File: src/rtl/trailer_gen_if.sv
// Trailer word stream: valid/data from the generator, ready from downstream.
interface trailer_gen_if #(
  parameter int DATA_WD = 32
);
  logic               o_data_valid;
  logic [DATA_WD-1:0] ov_data;
  logic               i_ready;

  modport master (
    output o_data_valid,
    output ov_data,
    input  i_ready
  );

  modport slave (
    input  o_data_valid,
    input  ov_data,
    output i_ready
  );
endinterface

File: src/rtl/trailer_gen.sv
// U3V trailer generator: 8 words, or 9 with chunk layout ID.
// Optional 9th word enabled by macro TRAILER_CHUNK_LAYOUT_EN.
module trailer_gen #(
  parameter int DATA_WD      = 32,
  parameter int SHORT_REG_WD = 16,
  parameter int REG_WD       = 32,
  parameter int LONG_REG_WD  = 64
) (
  input  logic                    clk,
  input  logic                    reset,
  input  logic                    i_stream_enable,
  input  logic                    i_trailer_start,
  input  logic                    i_chunk_mode_active,
  input  logic [LONG_REG_WD-1:0]  iv_blockid,
  input  logic [SHORT_REG_WD-1:0] iv_status,
  input  logic [REG_WD-1:0]       iv_valid_payload_size,
  input  logic [REG_WD-1:0]       iv_size_y,
  input  logic [REG_WD-1:0]       iv_chunk_layout_id,
  trailer_gen_if.master           tx,
  output logic                    o_trailer_done
);

  localparam logic [31:0] MAGIC = 32'h54563355;

  typedef enum logic [1:0] {
    IDLE,
    SEND,
    DONE
  } state_t;

  state_t                  state;
  logic [3:0]              idx;
  logic [3:0]              nxt_idx;
  logic [3:0]              last_idx;
  logic                    chunk_q;
  logic [LONG_REG_WD-1:0]  blockid_q;
  logic [SHORT_REG_WD-1:0] status_q;
  logic [REG_WD-1:0]       vps_q;
  logic [REG_WD-1:0]       size_y_q;
  logic [REG_WD-1:0]       layout_q;
  logic [15:0]             trl_size;
  logic [DATA_WD-1:0]      nxt_word;
  logic                    accept;

`ifdef TRAILER_CHUNK_LAYOUT_EN
  assign last_idx = chunk_q ? 4'd8 : 4'd7;
`else
  logic unused_ok;
  assign unused_ok = chunk_q;
  assign last_idx  = 4'd7;
`endif

  assign accept   = tx.o_data_valid & tx.i_ready;
  assign nxt_idx  = idx + 4'd1;
  assign trl_size = (last_idx == 4'd8) ? 16'h0024
                                       : 16'h0020;

  // Word shown after the current one is accepted.
  always_comb begin
    nxt_word = '0;
    case (nxt_idx)
      4'd1: nxt_word = DATA_WD'({trl_size, 16'h0000});
      4'd2: nxt_word = DATA_WD'(blockid_q[31:0]);
      4'd3: nxt_word = DATA_WD'(blockid_q[63:32]);
      4'd4: nxt_word = DATA_WD'({16'h0000, status_q});
      4'd5: nxt_word = DATA_WD'(vps_q);
      4'd7: nxt_word = DATA_WD'(size_y_q);
      4'd8: nxt_word = DATA_WD'(layout_q);
      default: nxt_word = '0;
    endcase
  end

  always_ff @(posedge clk) begin
    if (reset) begin
      state           <= IDLE;
      idx             <= '0;
      chunk_q         <= 1'b0;
      blockid_q       <= '0;
      status_q        <= '0;
      vps_q           <= '0;
      size_y_q        <= '0;
      layout_q        <= '0;
      tx.o_data_valid <= 1'b0;
      tx.ov_data      <= '0;
      o_trailer_done  <= 1'b0;
    end else begin
      unique case (state)
        IDLE: begin
          o_trailer_done <= 1'b0;
          if (i_trailer_start && i_stream_enable) begin
            chunk_q         <= i_chunk_mode_active;
            blockid_q       <= iv_blockid;
            status_q        <= iv_status;
            vps_q           <= iv_valid_payload_size;
            size_y_q        <= iv_size_y;
            layout_q        <= iv_chunk_layout_id;
            idx             <= '0;
            tx.o_data_valid <= 1'b1;
            tx.ov_data      <= DATA_WD'(MAGIC);
            state           <= SEND;
          end
        end
        SEND: begin
          if (!i_stream_enable) begin
            idx             <= '0;
            tx.o_data_valid <= 1'b0;
            tx.ov_data      <= '0;
            state           <= IDLE;
          end else if (accept) begin
            if (idx == last_idx) begin
              idx             <= '0;
              tx.o_data_valid <= 1'b0;
              tx.ov_data      <= '0;
              o_trailer_done  <= 1'b1;
              state           <= DONE;
            end else begin
              idx        <= nxt_idx;
              tx.ov_data <= nxt_word;
            end
          end
        end
        DONE: begin
          o_trailer_done <= 1'b0;
          state          <= IDLE;
        end
        default: state <= IDLE;
      endcase
    end
  end

endmodule

File: src/flat_wrapper.sv
// flat-port wrapper written by rule: the top's interface ports become plain ports
module trailer_gen_flat 
#(
  parameter int DATA_WD      = 32,
  parameter int SHORT_REG_WD = 16,
  parameter int REG_WD       = 32,
  parameter int LONG_REG_WD  = 64
)
  (clk, reset, i_stream_enable, i_trailer_start, i_chunk_mode_active, iv_blockid, iv_status, iv_valid_payload_size, iv_size_y, iv_chunk_layout_id, o_trailer_done, tx_o_data_valid, tx_ov_data, tx_i_ready);
  trailer_gen_if #(.DATA_WD(DATA_WD)) tx_i ();
  input  logic clk;
  input  logic reset;
  input  logic i_stream_enable;
  input  logic i_trailer_start;
  input  logic i_chunk_mode_active;
  input  logic [LONG_REG_WD-1:0] iv_blockid;
  input  logic [SHORT_REG_WD-1:0] iv_status;
  input  logic [REG_WD-1:0] iv_valid_payload_size;
  input  logic [REG_WD-1:0] iv_size_y;
  input  logic [REG_WD-1:0] iv_chunk_layout_id;
  output logic o_trailer_done;
  output wire logic [$bits(tx_i.o_data_valid)-1:0] tx_o_data_valid;
  output wire logic [$bits(tx_i.ov_data)-1:0] tx_ov_data;
  input wire logic [$bits(tx_i.i_ready)-1:0] tx_i_ready;
  assign tx_o_data_valid = tx_i.o_data_valid;
  assign tx_ov_data = tx_i.ov_data;
  assign tx_i.i_ready = tx_i_ready;
  trailer_gen #(.DATA_WD(DATA_WD), .SHORT_REG_WD(SHORT_REG_WD), .REG_WD(REG_WD), .LONG_REG_WD(LONG_REG_WD)) u_core (.clk(clk), .reset(reset), .i_stream_enable(i_stream_enable), .i_trailer_start(i_trailer_start), .i_chunk_mode_active(i_chunk_mode_active), .iv_blockid(iv_blockid), .iv_status(iv_status), .iv_valid_payload_size(iv_valid_payload_size), .iv_size_y(iv_size_y), .iv_chunk_layout_id(iv_chunk_layout_id), .tx(tx_i), .o_trailer_done(o_trailer_done));
endmodule
File: config.mk
export PLATFORM = sky130hd
export DESIGN_NAME = trailer_gen_flat
export DESIGN_NICKNAME = d
export VERILOG_FILES = /design/src/rtl/trailer_gen_if.sv /design/src/rtl/trailer_gen.sv /design/src/flat_wrapper.sv
export SDC_FILE = /design/constraint.sdc
export NUM_CORES = 1
export LEC_CHECK = 0
export ABC_AREA = 1
export CAP_MARGIN = 30
export CELL_PAD_IN_SITES_DETAIL_PLACEMENT = 1
export CELL_PAD_IN_SITES_GLOBAL_PLACEMENT = 2
export CORE_MARGIN = 10
export CORE_UTILIZATION = 28
export DETAILED_ROUTE_END_ITERATION = 16
export HOLD_SLACK_MARGIN = 0.12
export PLACE_DENSITY = 0.85
export SLEW_MARGIN = 25
export SYNTH_ARGS = -nofsm -noshare
export SYNTH_HDL_FRONTEND = slang
export SYNTH_SLANG_ARGS = --single-unit
File: constraint.sdc
create_clock -name clk -period 2.2 [get_ports clk]
set_input_delay 0.22 -clock clk [delete_from_list [all_inputs] [get_ports clk]]
set_output_delay 0.22 -clock clk [all_outputs]
set_load 0.05 [all_outputs]
==> out/summary.txt <==
outcome: completed
Sw Share: 25.15%
max-cap violations: 0
Clk pwr share: 44.5%
maximum clock path buffer count: 3
Final Hold Fails: 0
grt ovf: 0
drt first pass iters: 5
Worst setup EP type: flop
dpl hpwl: 26240 um
DRC Markers: 0
Final Max Tran Viols: 0
CTS Buf Count: 26
Final period util: 93.80%
CP Data Required Time: 2600 ps
Final Net Count: 1708
Pwr Density: 779.8 nW/um^2
vias: 9614
core area: 33530 um^2
Routability Congestion: 0.7846
synthesized area: 9503 um^2
Post-Layout Cell Count: 1988
die area: 41710 um^2
Layout fillers: 4086
post-synth cell types: 28
# IOs: 216
power share of the sequential group: 42.0%
clock-pin slew on the worst setup and hold paths: 60 ps
Crit Path Max Fanout: 15
Arr. time, crit path: 2460 ps
Post-synth EDFFs: 0
CTS H-Tree Depth: 1
per-cell routed wire length: 18.49 um
Hold Buf Count CTS: 0
Die Width: 204.2 um
largest net degree at the start of global routing: 124
most frequent cells in the layout: 312 x nor2_1, 221 x o21ai_0, 216 x dfxtp_1, 214 x clkdlybuf4s50_1, 145 x nand2_1
Clock Skew: 13.19 ps
DR iter-0 viols: 354
# placed instances: 1938
antenna violations before repair: 2
Routed Antenna Nets: 0
Synth Net Count: 1534
Ant. Diodes: 0
Rows: 67
commonest non-fill, non-tap cell in the layout: nor2_1
cell-internal power: 7.704 mW
CTS tree: yes
vias in the first global route: 9767
worst-margin pin slew: 597.7 ps
CTS root buf: clkbuf_16
net switching power: 2.588 mW
ys flop type: dfxtp_1
global-route wire length before repair: 55610 um
Clk Latency, worst-skew pair: 520 ps
yosys warns: 0
Min-Delay Path Class: in2reg
Buffers on Ports: 214
Post-synth ARST share: 0%
Setup crit start kind: flop
Routed WL: 36750 um
Worst IR Drop VDD: 564.3 uV
RSZ-0062 raised after global routing: no
layout cells sized above 1: 6.753%
Synth area leaders: dfxtp_1 46%, nor2_1 12%, o21ai_0 12%
die span in y: 204.2 um
Combinational Power Share: 13.4%
overall global routing resource usage: 16.76%
TritonCTS Sinks: 216
Yosys top cell area share: 45.50%
Period minus WS final: 2064 ps
final setup TNS: 0 ps
synthesized flop and latch total: 216
Pleak: 5.133 nW
critical path class: reg2reg
final core utilization: 39.36%
Max Fclk: 0.4846 GHz
Mapped Cells: 1347
final setup vio count: 0
Max-slew headroom: 60.03%
Via density: 4.836
Synth area leader: dfxtp_1
Layout area overhead: 38.89%
starting density of the core: 28.34%
sequential area share after synthesis: 45.50%
syn avg cell area: 7.055 um^2
## power by group through the flow
stage	Combinational, mW	Sequential (mW)	Clock [mW]
after global placement	1.36	4.40	0
after floorplan	0.602	4.49	0
after detailed placement	1.39	4.41	0
after global routing	1.53	4.35	4.88
after CTS	1.40	4.33	4.70
final	1.38	4.33	4.58
## path summary, 6_finish.rpt
kind | slack (ps) | from | end | depth (start not counted)
hold reg to reg | 450 | u_core.blockid_q[17]$_SDFFE_PP0P_ | u_core.blockid_q[17]$_SDFFE_PP0P_ | 2
setup / recovery | 140 | u_core.idx[0]$_SDFFE_PP0P_ | u_core.tx.ov_data[18]$_SDFFE_PP0P_ | 11
setup reg to reg | 140 | u_core.idx[0]$_SDFFE_PP0P_ | u_core.tx.ov_data[18]$_SDFFE_PP0P_ | 11
hold / removal | 320 | iv_valid_payload_size[13] | u_core.vps_q[13]$_SDFFE_PP0P_ | 3
## synth_stat cells (2+ instances only)
cell type and n:
nor3_1 2, inv_1 91, buf_6 3, nand3_2 4, nand2_1 146, a31oi_1 2, nor2_4 4, clkbuf_1 70
o21ai_0 221, buf_4 9, nor2_1 312, dfxtp_1 216, buf_2 16, nand3_1 37, ha_1 5, buf_1 13
o21ai_1 4, nand4_1 98, a21oi_1 85
## metrics by stage
stage	total power [mW]	setup WS, ps	hold slack [ps]	area (um^2)
floorplan	5.096	191.4	386.7	9503
global placement	5.759	161.3	435.0	12230
detailed placement	5.798	106.6	441.5	12230
CTS	10.42	87.75	298.2	13150
global route	10.76	5.379	330.3	13200
finish	10.29	136.4	322.5	13200
## final cells by class
cell class | count | area (um^2) | area share [%]
inverter | 92 | 350.3 | 2.654
clock buffer | 39 | 780.7 | 5.915
tap | 448 | 560.5 | 4.247
multi-input combinational | 928 | 4370 | 33.11
clock inverter | 8 | 142.6 | 1.081
sequential | 216 | 4324 | 32.76
timing repair buffer | 257 | 2670 | 20.23
## layer usage
| layer | GRT usage, % | vias to the layer above | routed length [um] |
|---|---|---|---|
| met5 | 0 | - | 29 |
| met4 | 3.809 | 4 | 725 |
| met3 | 3.883 | 36 | 2031 |
| met2 | 29.01 | 207 | 17890 |
| met1 | 20.64 | 4567 | 16080 |
| li1 | - | 4800 | - |
## cell families after synthesis
group	synth area share, %
buf+inv	8.822
compound gates	16.54
fa+ha+maj	0.6583
flops	45.50
simple gates	28.19
xor+xnor	0.2897
## repair_timing
item / in CTS / in global routing
setup endpoints to repair: 0 / 9
setup buffers: 0 / 2
gates resized for setup: 0 / 1
## worst max-delay path: stages (launching register included)
cell and delay (ps):
dfxtp_1 330, buf_4 150, inv_1 90, ha_1 290
or2_2 310, nand2_1 90, nand3_2 100, nor2_4 190
nor2_4 50, buf_4 210, nand2_1 70, a21oi_1 60
## flip-flops by register name, summed over array words and instances, names as in the netlist
register and cells:
u_core.blockid_q 64, u_core.idx 4, u_core.layout_q 32, u_core.o_trailer_done 1
u_core.size_y_q 32, u_core.state 2, u_core.status_q 16, u_core.tx.o_data_valid 1
u_core.tx.ov_data 32, u_core.vps_q 32
(Power assumes the default switching activity.)
